==> src/rtl/reg_bank_wr_arbiter_if.sv <==
// Bus bundle for reg_bank_wr_arbiter: packed write requests, grant/status
// outputs and the registered read port.
interface reg_bank_wr_arbiter_if #(
   parameter int NREQ  = 4,
   parameter int NREGS = 8,
   parameter int WIDTH = 8
);
   localparam int AW = (NREGS > 1) ? $clog2(NREGS) : 1;

   logic [NREQ-1:0]       req;
   logic [NREQ*AW-1:0]    wr_addr;
   logic [NREQ*WIDTH-1:0] wr_data;
   logic [NREQ-1:0]       lock;
   logic [NREQ-1:0]       gnt;
   logic                  busy;
   logic                  wr_err;
   logic [AW-1:0]         rd_addr;
   logic [WIDTH-1:0]      rd_data;

   modport master (
      output req, wr_addr, wr_data, lock, rd_addr,
      input  gnt, busy, wr_err, rd_data
   );

   modport slave (
      input  req, wr_addr, wr_data, lock, rd_addr,
      output gnt, busy, wr_err, rd_data
   );
endinterface

==> src/rtl/reg_bank_wr_arbiter.sv <==
// Round-robin write arbiter in front of a shared register bank with one
// registered read port. Define ARB_LOCK_EN to enable locked burst grants.
module reg_bank_wr_arbiter #(
   parameter int NREQ  = 4,
   parameter int NREGS = 8,
   parameter int WIDTH = 8
) (
   input logic                 clk,
   input logic                 clr,
   reg_bank_wr_arbiter_if.slave bus
);
   localparam int AW = (NREGS > 1) ? $clog2(NREGS) : 1;
   localparam int PW = (NREQ > 1) ? $clog2(NREQ) : 1;

   typedef enum logic {IDLE = 1'b0, GRANT = 1'b1} state_t;

   state_t           state, state_nxt;
   logic [PW-1:0]    ptr, ptr_nxt;
   logic [PW-1:0]    win, win_nxt;
   logic [PW-1:0]    pick;
   logic             found;
   int               idx;

   logic [AW-1:0]    addr_a [NREQ];
   logic [WIDTH-1:0] data_a [NREQ];
   logic [WIDTH-1:0] bank   [NREGS];
   logic [NREGS-1:0] we;
   logic [AW-1:0]    wa;
   logic [WIDTH-1:0] wd;
   logic             win_req;
   logic             win_ok;
   logic             hold;
   logic [WIDTH-1:0] rd_data_p1;

   function automatic logic in_range(input logic [AW-1:0] a);
      return int'(a) < NREGS;
   endfunction

   function automatic logic [PW-1:0] next_ptr(input logic [PW-1:0] w);
      return (int'(w) + 1 >= NREQ) ? '0 : PW'(int'(w) + 1);
   endfunction

   always_comb begin
      for (int i = 0; i < NREQ; i++) begin
         addr_a[i] = bus.wr_addr[i*AW +: AW];
         data_a[i] = bus.wr_data[i*WIDTH +: WIDTH];
      end
   end

   // Round-robin search starting at ptr, wrapping modulo NREQ.
   always_comb begin
      found = 1'b0;
      pick  = ptr;
      idx   = 0;
      for (int k = 0; k < NREQ; k++) begin
         idx = int'(ptr) + k;
         if (idx >= NREQ) idx = idx - NREQ;
         if (!found && bus.req[idx]) begin
            found = 1'b1;
            pick  = PW'(idx);
         end
      end
   end

   always_comb begin
      win_req = bus.req[win];
      wa      = addr_a[win];
      wd      = data_a[win];
      win_ok  = win_req && in_range(wa);
`ifdef ARB_LOCK_EN
      hold    = win_req && bus.lock[win];
`else
      hold    = 1'b0;
`endif
   end

`ifndef ARB_LOCK_EN
   logic unused_lock;
   assign unused_lock = ^bus.lock;
`endif

   always_comb begin
      state_nxt = state;
      win_nxt   = win;
      ptr_nxt   = ptr;
      case (state)
         IDLE: begin
            if (found) begin
               state_nxt = GRANT;
               win_nxt   = pick;
            end
         end
         GRANT: begin
            // A withdrawn request still consumes its turn.
            if (!hold) begin
               state_nxt = IDLE;
               ptr_nxt   = next_ptr(win);
            end
         end
         default: state_nxt = IDLE;
      endcase
   end

   always_comb begin
      bus.gnt    = '0;
      bus.busy   = (state == GRANT);
      bus.wr_err = (state == GRANT) && win_req && !in_range(wa);
      we         = '0;
      if (state == GRANT) begin
         bus.gnt[win] = 1'b1;
         if (win_ok && !clr) we[wa] = 1'b1;
      end
   end

   always_ff @(posedge clk) begin
      if (clr) begin
         state <= IDLE;
         ptr   <= '0;
         win   <= '0;
      end else begin
         state <= state_nxt;
         ptr   <= ptr_nxt;
         win   <= win_nxt;
      end
   end

   // Bank update and read register; a same-cycle read sees the old word.
   always_ff @(posedge clk) begin
      if (clr) begin
         for (int i = 0; i < NREGS; i++) bank[i] <= '0;
         rd_data_p1 <= '0;
      end else begin
         for (int i = 0; i < NREGS; i++) begin
            if (we[i]) bank[i] <= wd;
         end
         rd_data_p1 <= in_range(bus.rd_addr) ? bank[bus.rd_addr] : '0;
      end
   end

   assign bus.rd_data = rd_data_p1;

endmodule

==> src/flat_wrapper.sv <==
// flat-port wrapper written by rule: the top's interface ports become plain ports
module reg_bank_wr_arbiter_flat 
#(
   parameter int NREQ  = 4,
   parameter int NREGS = 8,
   parameter int WIDTH = 8
)
  (clk, clr, bus_req, bus_wr_addr, bus_wr_data, bus_lock, bus_rd_addr, bus_gnt, bus_busy, bus_wr_err, bus_rd_data);
  reg_bank_wr_arbiter_if #(.NREQ(NREQ), .NREGS(NREGS), .WIDTH(WIDTH)) bus_i ();
  input logic clk;
  input logic clr;
  input wire logic [$bits(bus_i.req)-1:0] bus_req;
  input wire logic [$bits(bus_i.wr_addr)-1:0] bus_wr_addr;
  input wire logic [$bits(bus_i.wr_data)-1:0] bus_wr_data;
  input wire logic [$bits(bus_i.lock)-1:0] bus_lock;
  input wire logic [$bits(bus_i.rd_addr)-1:0] bus_rd_addr;
  output wire logic [$bits(bus_i.gnt)-1:0] bus_gnt;
  output wire logic [$bits(bus_i.busy)-1:0] bus_busy;
  output wire logic [$bits(bus_i.wr_err)-1:0] bus_wr_err;
  output wire logic [$bits(bus_i.rd_data)-1:0] bus_rd_data;
  assign bus_i.req = bus_req;
  assign bus_i.wr_addr = bus_wr_addr;
  assign bus_i.wr_data = bus_wr_data;
  assign bus_i.lock = bus_lock;
  assign bus_i.rd_addr = bus_rd_addr;
  assign bus_gnt = bus_i.gnt;
  assign bus_busy = bus_i.busy;
  assign bus_wr_err = bus_i.wr_err;
  assign bus_rd_data = bus_i.rd_data;
  reg_bank_wr_arbiter #(.NREQ(NREQ), .NREGS(NREGS), .WIDTH(WIDTH)) u_core (.clk(clk), .clr(clr), .bus(bus_i));
endmodule
==> config.mk <==
export PLATFORM = sky130hd
export DESIGN_NAME = reg_bank_wr_arbiter_flat
export DESIGN_NICKNAME = d
export VERILOG_FILES = /design/src/rtl/reg_bank_wr_arbiter_if.sv /design/src/rtl/reg_bank_wr_arbiter.sv /design/src/flat_wrapper.sv
export SDC_FILE = /design/constraint.sdc
export NUM_CORES = 1
export LEC_CHECK = 0
export ABC_AREA = 1
export BUFFER_PORTS_ARGS = -buffer_cell sky130_fd_sc_hd__buf_2
export CAP_MARGIN = 15
export CORE_UTILIZATION = 60
export DETAILED_ROUTE_END_ITERATION = 10
export HOLD_SLACK_MARGIN = 0.02
export MAX_ROUTING_LAYER = met4
export PLACE_DENSITY = 0.85
export SLEW_MARGIN = 20
export SYNTH_ARGS = -nofsm -noshare
export SYNTH_HDL_FRONTEND = slang
export SYNTH_SLANG_ARGS = --single-unit
==> constraint.sdc <==
create_clock -name clk -period 3.4 [get_ports clk]
set_input_delay 0.34 -clock clk [delete_from_list [all_inputs] [get_ports clk]]
set_output_delay 0.34 -clock clk [all_outputs]
set_load 0.02 [all_outputs]
After elaboration in Yosys (flattened, before gate mapping)
Memories as Yosys holds them, arrays and structs flattened. A register that Yosys moved wholly into a read port is not among the register bits.
Index checks and enable logic that the tools add are counted.
Widths: inputs -> output; s select.

storage, ports and cells
  bits in registers = 5
  bits in writable memories = 64
  input bits = 57
  logic and storage cells = 123
  memories kept = 1

operators by class
  add/sub/neg operators = 8
  order comparisons = 14
  mux-type cells = 76
  bitwise gates (word level) = 10
  reductions and logical operators = 11

memory list
  memory       depth  bits a word  rd ports  clocked after Yosys merged registers in  wr ports  RTL line                   source
  u_core.bank  8      8            1         1                                        8         reg_bank_wr_arbiter.sv:26  logic [WIDTH-1:0] bank [NREGS];

operators by type and width
  cell                   count
  $ge 32x4->1 const B    4
  $lt 32x4->1 const B    4
  $mux 32                4
  $mux 8                 12
  $sub 32x4->32 const B  3
  $mux 1                 42
  $bmux 8 s2             1
  $bmux 1 s2             5
  $mux 2                 5
  $or 1x1->1             8
  $add 2x1->3 const B    2
  $add 2x2->3 const B    2
  $bmux 3 s2             1
  $logic_and 1x1->1      6
  $mux 3                 2
  $logic_not 1->1        4
  $lt 3x4->1 const B     1
  $mux 4                 1
  $sub 2x3->4 const B    1
  $demux 1 s3            1
  $ge 2x3->1 const B     1
  $ge 3x1->1 const B     1
  $ge 3x3->1 const B     1
  $lt 2x3->1 const B     1
  other kinds (6)        6

Logic depth before layout (Yosys ltp)
Gate-level depths: netlist (run 1).

  depth after elaboration = 17
  gate-level depth with buffers = 13

Worst setup path after synthesis (run 1)
Ideal clock, no wire load.

  path type = reg-to-reg
  start point = reg u_core.win[0]
  end point = mem u_core.bank[4][0] (enable)
  setup time = 329 ps
  data arrival time = 1,434 ps
  path slack = 1,637 ps
  cell stages (with the launch flop) = 9
  cells stage by stage = dfxtp_1 buf_6 buf_4 a21oi_2 a32oi_4 inv_2 nor2_4 nand2_4 nand2_1

RTL lines
  what                    RTL line                    source
  start, declared         reg_bank_wr_arbiter.sv:19   logic [PW-1:0] win, win_nxt;
  start signal, assigned  reg_bank_wr_arbiter.sv:123  win <= win_nxt;
  end, declared           reg_bank_wr_arbiter.sv:26

==> results.md, run 1 <==
* Synth Warn # at 0
* Clk_lat worst skew at 0.36 ns
* Pins over their slew limit at 0
* Finished layout cell area at 4510 µm²
* Mapped Cells at 431
* Fin crit period at 2.52 ns
* Synth async-reset ratio at 0
* Layout cells sized above 1 at 0.227
* CP peak stage delay at 0.79 ns
* Post-CTS sizing at 0
* Max Clock Skew at 0.0132 ns
* Setup crit start: u_core.win[0]$_SDFFE_PP0P_
* H-Tree Depth at 3
* Die Width at 83.2 µm
* Std-Cell Core Area at 6350 µm²
* Worst setup EP type: flop
* First-pass iteration count of the detailed router at 5
* Max-cap viol count at 0
* Post-route ant nets at 0
* R2R Setup Slk at 0.88 ns
* Clock Sinks at 77
* Unrepaired setup endpoints after global routing: false
* Fmax at 396 MHz
* Root Driver: clkbuf_8
* Setup Fix Bufs, Post-CTS at 0
* Part of the cycle the worst path needs at 0.742
* Via Count at 3410
* Pleak at 1.97 nW
* Hold WS at 0.340 ns
* Initial drt markers at 412
* Sum Neg Setup Slack at 0 ns
* Worst reg2reg path endpoint: u_core.bank[1][1]$_SDFFCE_PN0P_
* Crit-path slowest cell: dfxtp_1
* Core Rows at 29
* CP max FO at 26
* Status: finished, final reports clean
* First-pass GRT wire length at 15.4 mm
* Die area at 6910 µm²
* Top post-synthesis cells by count: nor2_1, nand2_1, edfxtp_1
* Endpoints failing hold at 0
* Critical Path AT at 2.55 ns
* Initial antenna violation count at 0
* Power, Total at 3.18 mW
* Clk pin slew, worst setup/hold paths at 0.08 ns
* Mapped cell area at 3950 µm²
* Vias per Instance at 5.98
* Netlist cell types at 35
* CP most frequent cell: nand2_1
* Synth top area cells: edfxtp_1, nor2_1, nand2_1
* Post-Syn Nets at 492
* Fin nets at 549
* Sequential share of the synthesized area at 0.552
* Worst min path class: primary input to flop
* Post-DP Area at 4270 µm²
* CTS tree: built
* Vias in the first global route at 3294
* # fillers at 447
* Placer's final routability congestion estimate at 0.834
* PwrDens at 705 nW/µm²
* CP Cell Sequence: clkinv_4 > nand2_1 > a32oi_4 > inv_2 > nand2_1 > inv_2 > nand2_2 > nand2_1
* Inserted Diodes at 0
* Max_slew headroom at 0.460
* Max VDD drop at 0.561 mV
* CTS Buffer Depth at 2
* WL final at 9.62 mm
* CTS buffer count at 9
* Stages on worst setup path at 8
* Worst Max-Slew Pin Slew at 0.808 ns
* Top cell type's share of synthesized area at 0.486
* Worst path bufs/invs at 3
* Cell accounting for the most synthesized area: edfxtp_1
* Port bufs at 65
* Syn_area_per_cell at 9.17 µm²
* Gr usage total at 0.301
* Area Growth Syn to Fin at 14.2%
* Routed len/inst at 16.9 µm
* Hold_buf cts at 0
* #FFs+latches synth at 77
* Post-synth EDFFs at 64
* Detailed Place HPWL at 6.57 mm
* Most numerous cell in the Yosys netlist: nor2_1
* Largest net degree at the start of global routing at 34
* Worst Path Required at 3.43 ns
* Overflow after GRT at 0
* I/O pins at 71
* FF-to-FF Start: u_core.win[0]$_SDFFE_PP0P_
* Main synth FF type: edfxtp_1
* Die boundary height at 83.2 µm
* Reg2reg path depth at 8
* Initial Util at 0.622
* # DRC at 0
* Critical Path Start Type: flop
* CP Class: flop to flop
* Dpl ws at 0.922 ns
* CP Capture Point: u_core.bank[1][1]$_SDFFCE_PN0P_
* Final Setup Violations at 0
* Post-route setup slack at 0.877 ns
* Top Family by Delay on Critical Path: flip-flops
layer usage:
metal	part of all wire	GRT usage
met5	0	-
met4	0.030	0.146
met3	0.094	0.0447
met2	0.48	0.504
met1	0.39	0.358
worst min path at each step:
| stage | cells after the start | startpoint | slack (ns) | end |
|---|---|---|---|---|
| floorplan | 1 | clr | 0.43 | u_core.ptr[0]$_SDFFE_PP0P_ |
| global placement | 2 | u_core.win[1]$_SDFFE_PP0P_ | 0.54 | u_core.win[1]$_SDFFE_PP0P_ |
| detailed placement | 2 | u_core.bank[1][2]$_SDFFCE_PN0P_ | 0.55 | u_core.bus.rd_data[2]$_SDFF_PP0_ |
| CTS | 2 | clr | 0.34 | u_core.bus.busy$_SDFF_PP0_ |
| global route | 2 | clr | 0.37 | u_core.bus.busy$_SDFF_PP0_ |
| finish | 2 | clr | 0.34 | u_core.bus.busy$_SDFF_PP0_ |
logic make-up after synthesis:
kind of cell    after synthesis  share of synthesized area
compound gates               89                      0.147
xor+xnor                      1                    0.00222
other cells                   1                   0.000949
simple gates                219                      0.235
flops                        77                      0.552
fa+ha+maj                     4                     0.0127
buf+inv                      40                     0.0503
cells in the final DEF (no fill, tap or decap), drive strengths merged:
cell type,netlist,layout
o22ai,8,8
o21a,1,1
nand3b,1,1
o21ai,45,45
ha,4,4
buf,10,67
a31oi,8,8
a2111oi,1,1
a32oi,3,3
clkinv,1,4
and2,1,1
bufinv,0,3
nand2,93,93
a21oi,15,15
conb,1,1
xor2,1,1
edfxtp,64,64
nor2,116,116
dfxtp,13,13
nand3,8,8
inv,18,19
a32o,8,8
clkbuf,11,9
area by class of cell:
| class | count | area (µm²) | share of cell area |
|---|---|---|---|
| inverter | 19 | 78.8 | 0.0175 |
| timing repair buffer | 67 | 340 | 0.0754 |
| sequential | 77 | 2180 | 0.483 |
| tap | 77 | 96.3 | 0.0213 |
| clock inverter | 7 | 123 | 0.0272 |
| multi-input combinational | 314 | 1570 | 0.348 |
| clock buffer | 9 | 124 | 0.0274 |
per-stage QoR:
stage	std cells	utilization
after floorplan	431	-
after global placement	554	0.672
after global routing	570	0.711
final	570	0.711
after CTS	570	0.711
after detailed placement	554	0.672
flip-flops by register name, indices dropped and copies added, names as in the netlist:
name / flops
u_core.bank: 64
u_core.bus.rd_data: 8
u_core.ptr: 2
u_core.win: 2
u_core.bus.busy: 1
report_power, final:
group	internal [mW]	total [mW]	switching (mW)
registers	1.16	1.25	0.0888
clock network	0.492	0.847	0.355
logic	0.319	1.09	0.769
total	1.97	3.18	1.21
Power figures use the tool's default switching activity.
==> run 2: changes to the inputs <==
Settings changed: CORE_UTILIZATION 60 to 56, PLACE_DENSITY 0.85 to 0.8.
Clock period 3.4 ns to 2.5 ns, I/O delays scaled along.
==> results.md, run 2 (synthesis gave the netlist of run 1 again) <==
* Clock Sinks at 77
* Vias per Instance at 5.52
* Hold WS at 0.232 ns
* Inserted Diodes at 0
* Max VDD drop at 0.521 mV
* Status: finished, final reports clean
* Layout cells sized above 1 at 0.234
* Core Rows at 30
* Detailed Place HPWL at 6.13 mm
* Worst Path Required at 2.51 ns
* Critical Path AT at 2.34 ns
* Setup Fix Bufs, Post-CTS at 0
* Worst Max-Slew Pin Slew at 0.605 ns
* Worst reg2reg path endpoint: u_core.bank[5][4]$_SDFFCE_PN0P_
* Grt met2 use at 0.400
* Gr usage total at 0.255
* H-Tree Depth at 3
* CTS Buffer Depth at 2
* Initial antenna violation count at 0
* Std-Cell Core Area at 6790 µm²
* CP peak stage delay at 0.62 ns
* Sum Neg Setup Slack at 0 ns
* Placer's final routability congestion estimate at 0.811
* Most used routing layer: met2
* Die boundary height at 86 µm
* Worst setup EP type: flop
* Initial drt markers at 234
* Fin nets at 552
* CP Class: flop to flop
* Unrepaired setup endpoints after global routing: false
* Endpoints failing hold at 0
* Largest Register: u_core.bank
* Root Driver: clkbuf_8
* Die Width at 86 µm
* Top Family by Delay on Critical Path: simple AND/OR/NAND/NOR gates
* Fin crit period at 2.33 ns
* Fmax at 430 MHz
* FF-to-FF Start: u_core.win[0]$_SDFFE_PP0P_
* Hold_buf cts at 0
* Max Clock Skew at 0.0131 ns
* Final Setup Violations at 0
* Post-route ant nets at 0
* First-pass iteration count of the detailed router at 5
* # DRC at 0
* Die area at 7400 µm²
* Largest register FFs at 64
* Part of the cycle the worst path needs at 0.931
* Worst hold endpoint: u_core.bus.busy$_SDFF_PP0_
* Clk_lat worst skew at 0.35 ns
* Via Count at 3267
* Worst min path class: primary input to flop
* Met3 usage at 0.0549
* Hold Crit Depth at 2
* Post-route setup slack at 0.172 ns
* CTS buffer count at 9
* CP Cell Sequence: buf_4 > nand2_1 > a32oi_4 > inv_2 > nor2_4 > nand2_4 > nand2_1
* I/O pins at 71
* Port bufs at 65
* Commonest non-fill, non-tap cells in the layout: nor2_1, nand2_1, buf_2, edfxtp_1, o21ai_0
* CP most frequent cell: nand2_1
* Max_slew headroom at 0.596
* Post-CTS sizing at 0
* Max-cap viol count at 0
* Pleak at 1.96 nW
* Worst path bufs/invs at 2
* Dpl ws at 0.225 ns
* Reg2reg path depth at 7
* Pins over their slew limit at 0
* First-pass GRT wire length at 13.9 mm
* Clk pin slew, worst setup/hold paths at 0.08 ns
* Largest net degree at the start of global routing at 33
* CTS tree: built
* Area Growth Syn to Fin at 14.4%
* WL final at 8.58 mm
* R2R Setup Slk at 0.17 ns
* Initial Util at 0.582
* Critical Path Start Type: flop
* Met1 Use GR at 0.321
* Routed len/inst at 14.5 µm
* PwrDens at 903 nW/µm²
* Most common cell after layout, fill and taps aside: nor2_1
* Crit-path slowest cell: dfxtp_1
* Overflow after GRT at 0
* Worst hold start: clr
* CP max FO at 18
* Vias in the first global route at 3052
-- run 2: changes by cell type in the layout (fill, tap and decap cells not counted) --
cell | previous run | this run
inv_8 | 1 | 0
clkbuf_8 | 9 | 10
buf_4 | 2 | 5
inv_6 | 0 | 1
clkinv_1 | 1 | 0
clkinvlp_4 | 0 | 3
clkinv_4 | 3 | 2
bufinv_16 | 3 | 1
-- run 2: worst max path at each step --
stage | start | end | depth (start not counted)
finish | u_core.win[0]$_SDFFE_PP0P_ | u_core.bank[5][4]$_SDFFCE_PN0P_ | 7
global route | u_core.win[0]$_SDFFE_PP0P_ | u_core.bank[0][3]$_SDFFCE_PN0P_ | 8
CTS | u_core.win[0]$_SDFFE_PP0P_ | u_core.bank[5][4]$_SDFFCE_PN0P_ | 7
detailed placement | u_core.win[0]$_SDFFE_PP0P_ | u_core.bank[0][0]$_SDFFCE_PN0P_ | 8
global placement | u_core.win[0]$_SDFFE_PP0P_ | u_core.bank[0][1]$_SDFFCE_PN0P_ | 8
floorplan | u_core.win[0]$_SDFFE_PP0P_ | u_core.bank[4][0]$_SDFFCE_PN0P_ | 8
-- run 2: layout make-up --
type	instances	area, µm²
flip-flops and latches	77	2180
repair buffers	70	363
inverters	19	78.8
multi-input cells	314	1570
clock buffers	10	138
well taps	96	120
clock inverters	6	70.1
fillers	550	2270
-- run 2: report_power, final --
part	total (mW)	switching [mW]	internal, mW
Combinational	1.43	0.986	0.444
Sequential	1.68	0.101	1.58
Clock	0.973	0.480	0.493
-- run 2: per-stage QoR --
step	total power [mW]	util	instance area [µm²]	std cells
4_1_cts	4.08	0.666	4520	592
5_1_grt	4.30	0.666	4520	592
6_report	4.08	0.666	4520	592
3_3_place_gp	3.07	0.635	4310	576
3_5_place_dp	3.13	0.635	4310	576
2_1_floorplan	2.81	-	3950	431
-- run 2: layer usage --
layer  wire length, µm  up-vias  share of wire
met4               210        0          0.024
met1              3760     1486           0.44
met2              3980      167           0.46
met3               637       25          0.074
li1                  -     1589              -
met5                 0        -              0
==> run 3: changes to the inputs <==
Settings changed: REMOVE_ABC_BUFFERS set to 1.
==> results.md, run 3 (synthesis gave the netlist of run 1 again) <==
* Status: finished, final reports clean
* Vias per Instance at 5.45
* # DRC at 0
* CTS Buffer Depth at 2
* Layout cells sized above 1 at 0.238
* Initial drt markers at 273
* Critical Path Start Type: flop
* PwrDens at 894 nW/µm²
* Std-Cell Core Area at 6790 µm²
* Post-route ant nets at 0
* Post-CTS sizing at 0
* Pins over their slew limit at 0
* Max-cap viol count at 0
* Final Setup Violations at 0
* Initial antenna violation count at 0
* Logic pwr share at 0.367
* Area Growth Syn to Fin at 14.3%
* Seq pwr share at 0.416
* Routed len/inst at 14.9 µm
* Detailed Place HPWL at 6.39 mm
* Commonest non-fill, non-tap cells in the layout: nor2_1, nand2_1, buf_2, edfxtp_1, o21ai_0
* Pleak at 1.97 nW
* Core Rows at 30
* Clk pin slew, worst setup/hold paths at 0.09 ns
* Fin nets at 555
* Largest register FFs at 64
* Initial Util at 0.582
* Setup Fix Bufs, Post-CTS at 0
* Worst setup EP type: flop
* First-pass GRT wire length at 14.6 mm
* Max VDD drop at 0.682 mV
* Switching power total at 1.62 mW
* WL met2 at 4.28 mm
* Part of the cycle the worst path needs at 0.909
* Worst Max-Slew Pin Slew at 0.587 ns
* H-Tree Depth at 3
* Post-route setup slack at 0.228 ns
* Gr usage total at 0.271
* Inserted Diodes at 0
* CTS buffer count at 9
* Via Count at 3240
* CP max FO at 13
* Power, Total at 4.04 mW
* WL met1 at 3.79 mm
* Met3 routed WL at 653 µm
* Vias in the first global route at 2962
* Sw frac at 0.402
* Critical Path AT at 2.30 ns
* Worst min path class: primary input to flop
* Top sig layer: met4
* Max_slew headroom at 0.609
* Dpl ws at 0.265 ns
* Endpoints failing hold at 0
* Die Width at 86 µm
* I/O pins at 71
* Fmax at 440 MHz
* Fin crit period at 2.27 ns
* Clock Sinks at 77
* WL final at 8.90 mm
* Max Clock Skew at 0.0139 ns
* Internal power at 2.41 mW
* Placer's final routability congestion estimate at 0.841
* Root Driver: clkbuf_8
* Unrepaired setup endpoints after global routing: false
* Port bufs at 65
* Clk network pwr share at 0.217
* Overflow after GRT at 0
* Largest Register: u_core.bank
* Worst Path Required at 2.53 ns
* First-pass iteration count of the detailed router at 5
* Sum Neg Setup Slack at 0 ns
* Largest net degree at the start of global routing at 33
* Most common cell after layout, fill and taps aside: nor2_1
* Die boundary height at 86 µm
* CTS tree: built
* Clk_lat worst skew at 0.36 ns
* Hold_buf cts at 0
* Die area at 7400 µm²
* CP Class: flop to flop
[run 3: cell type report]
type,instances,area (µm²)
Clock buffer,9,124
Fill cell,557,2280
Inverter,19,78.8
Tap cell,96,120
Timing Repair Buffer,73,385
Sequential cell,77,2180
Clock inverter,7,56.3
Multi-Input combinational cell,314,1570
[run 3: per-stage QoR]
stage	utilization	std cells	hold WS (ns)	cell area, µm²
2_1_floorplan	-	410	0.319	3830
3_3_place_gp	0.638	579	0.544	4340
3_5_place_dp	0.638	579	0.539	4340
4_1_cts	0.665	595	0.256	4520
5_1_grt	0.665	595	0.261	4520
6_report	0.665	595	0.260	4520
[run 3: path summary, 6_finish.rpt]
path / slack (ns) / startpoint / endpoint / cells after the start
max reg2reg: 0.23 / u_core.win[0]$_SDFFE_PP0P_ / u_core.bank[1][4]$_SDFFCE_PN0P_ / 7
max: 0.23 / u_core.win[0]$_SDFFE_PP0P_ / u_core.bank[1][4]$_SDFFCE_PN0P_ / 7
min reg2reg: 0.56 / u_core.bank[1][0]$_SDFFCE_PN0P_ / u_core.bus.rd_data[0]$_SDFF_PP0_ / 2
min: 0.26 / clr / u_core.bus.busy$_SDFF_PP0_ / 2
[run 3: layer usage]
metal,up-vias,GRT usage
li1,1594,-
met1,1466,0.369
met2,161,0.413
met3,19,0.0520
met4,0,0.0879
met5,-,-
[run 3: critical path: stages (launching register included)]
cell and delay [ns]:
dfxtp_1 0.63, buf_4 0.25, o21ai_1 0.08, o21ai_1 0.13, nand3_2 0.16, nor2_4 0.22
nand2_2 0.16, nand2_1 0.32
[run 3: power by group through the flow]
stage	clock (mW)	combinational, mW	sequential [mW]
global placement	0	1.41	1.70
detailed placement	0	1.47	1.71
floorplan	0	0.991	1.72
global route	0.929	1.64	1.70
CTS	0.873	1.48	1.68
finish	0.875	1.48	1.68
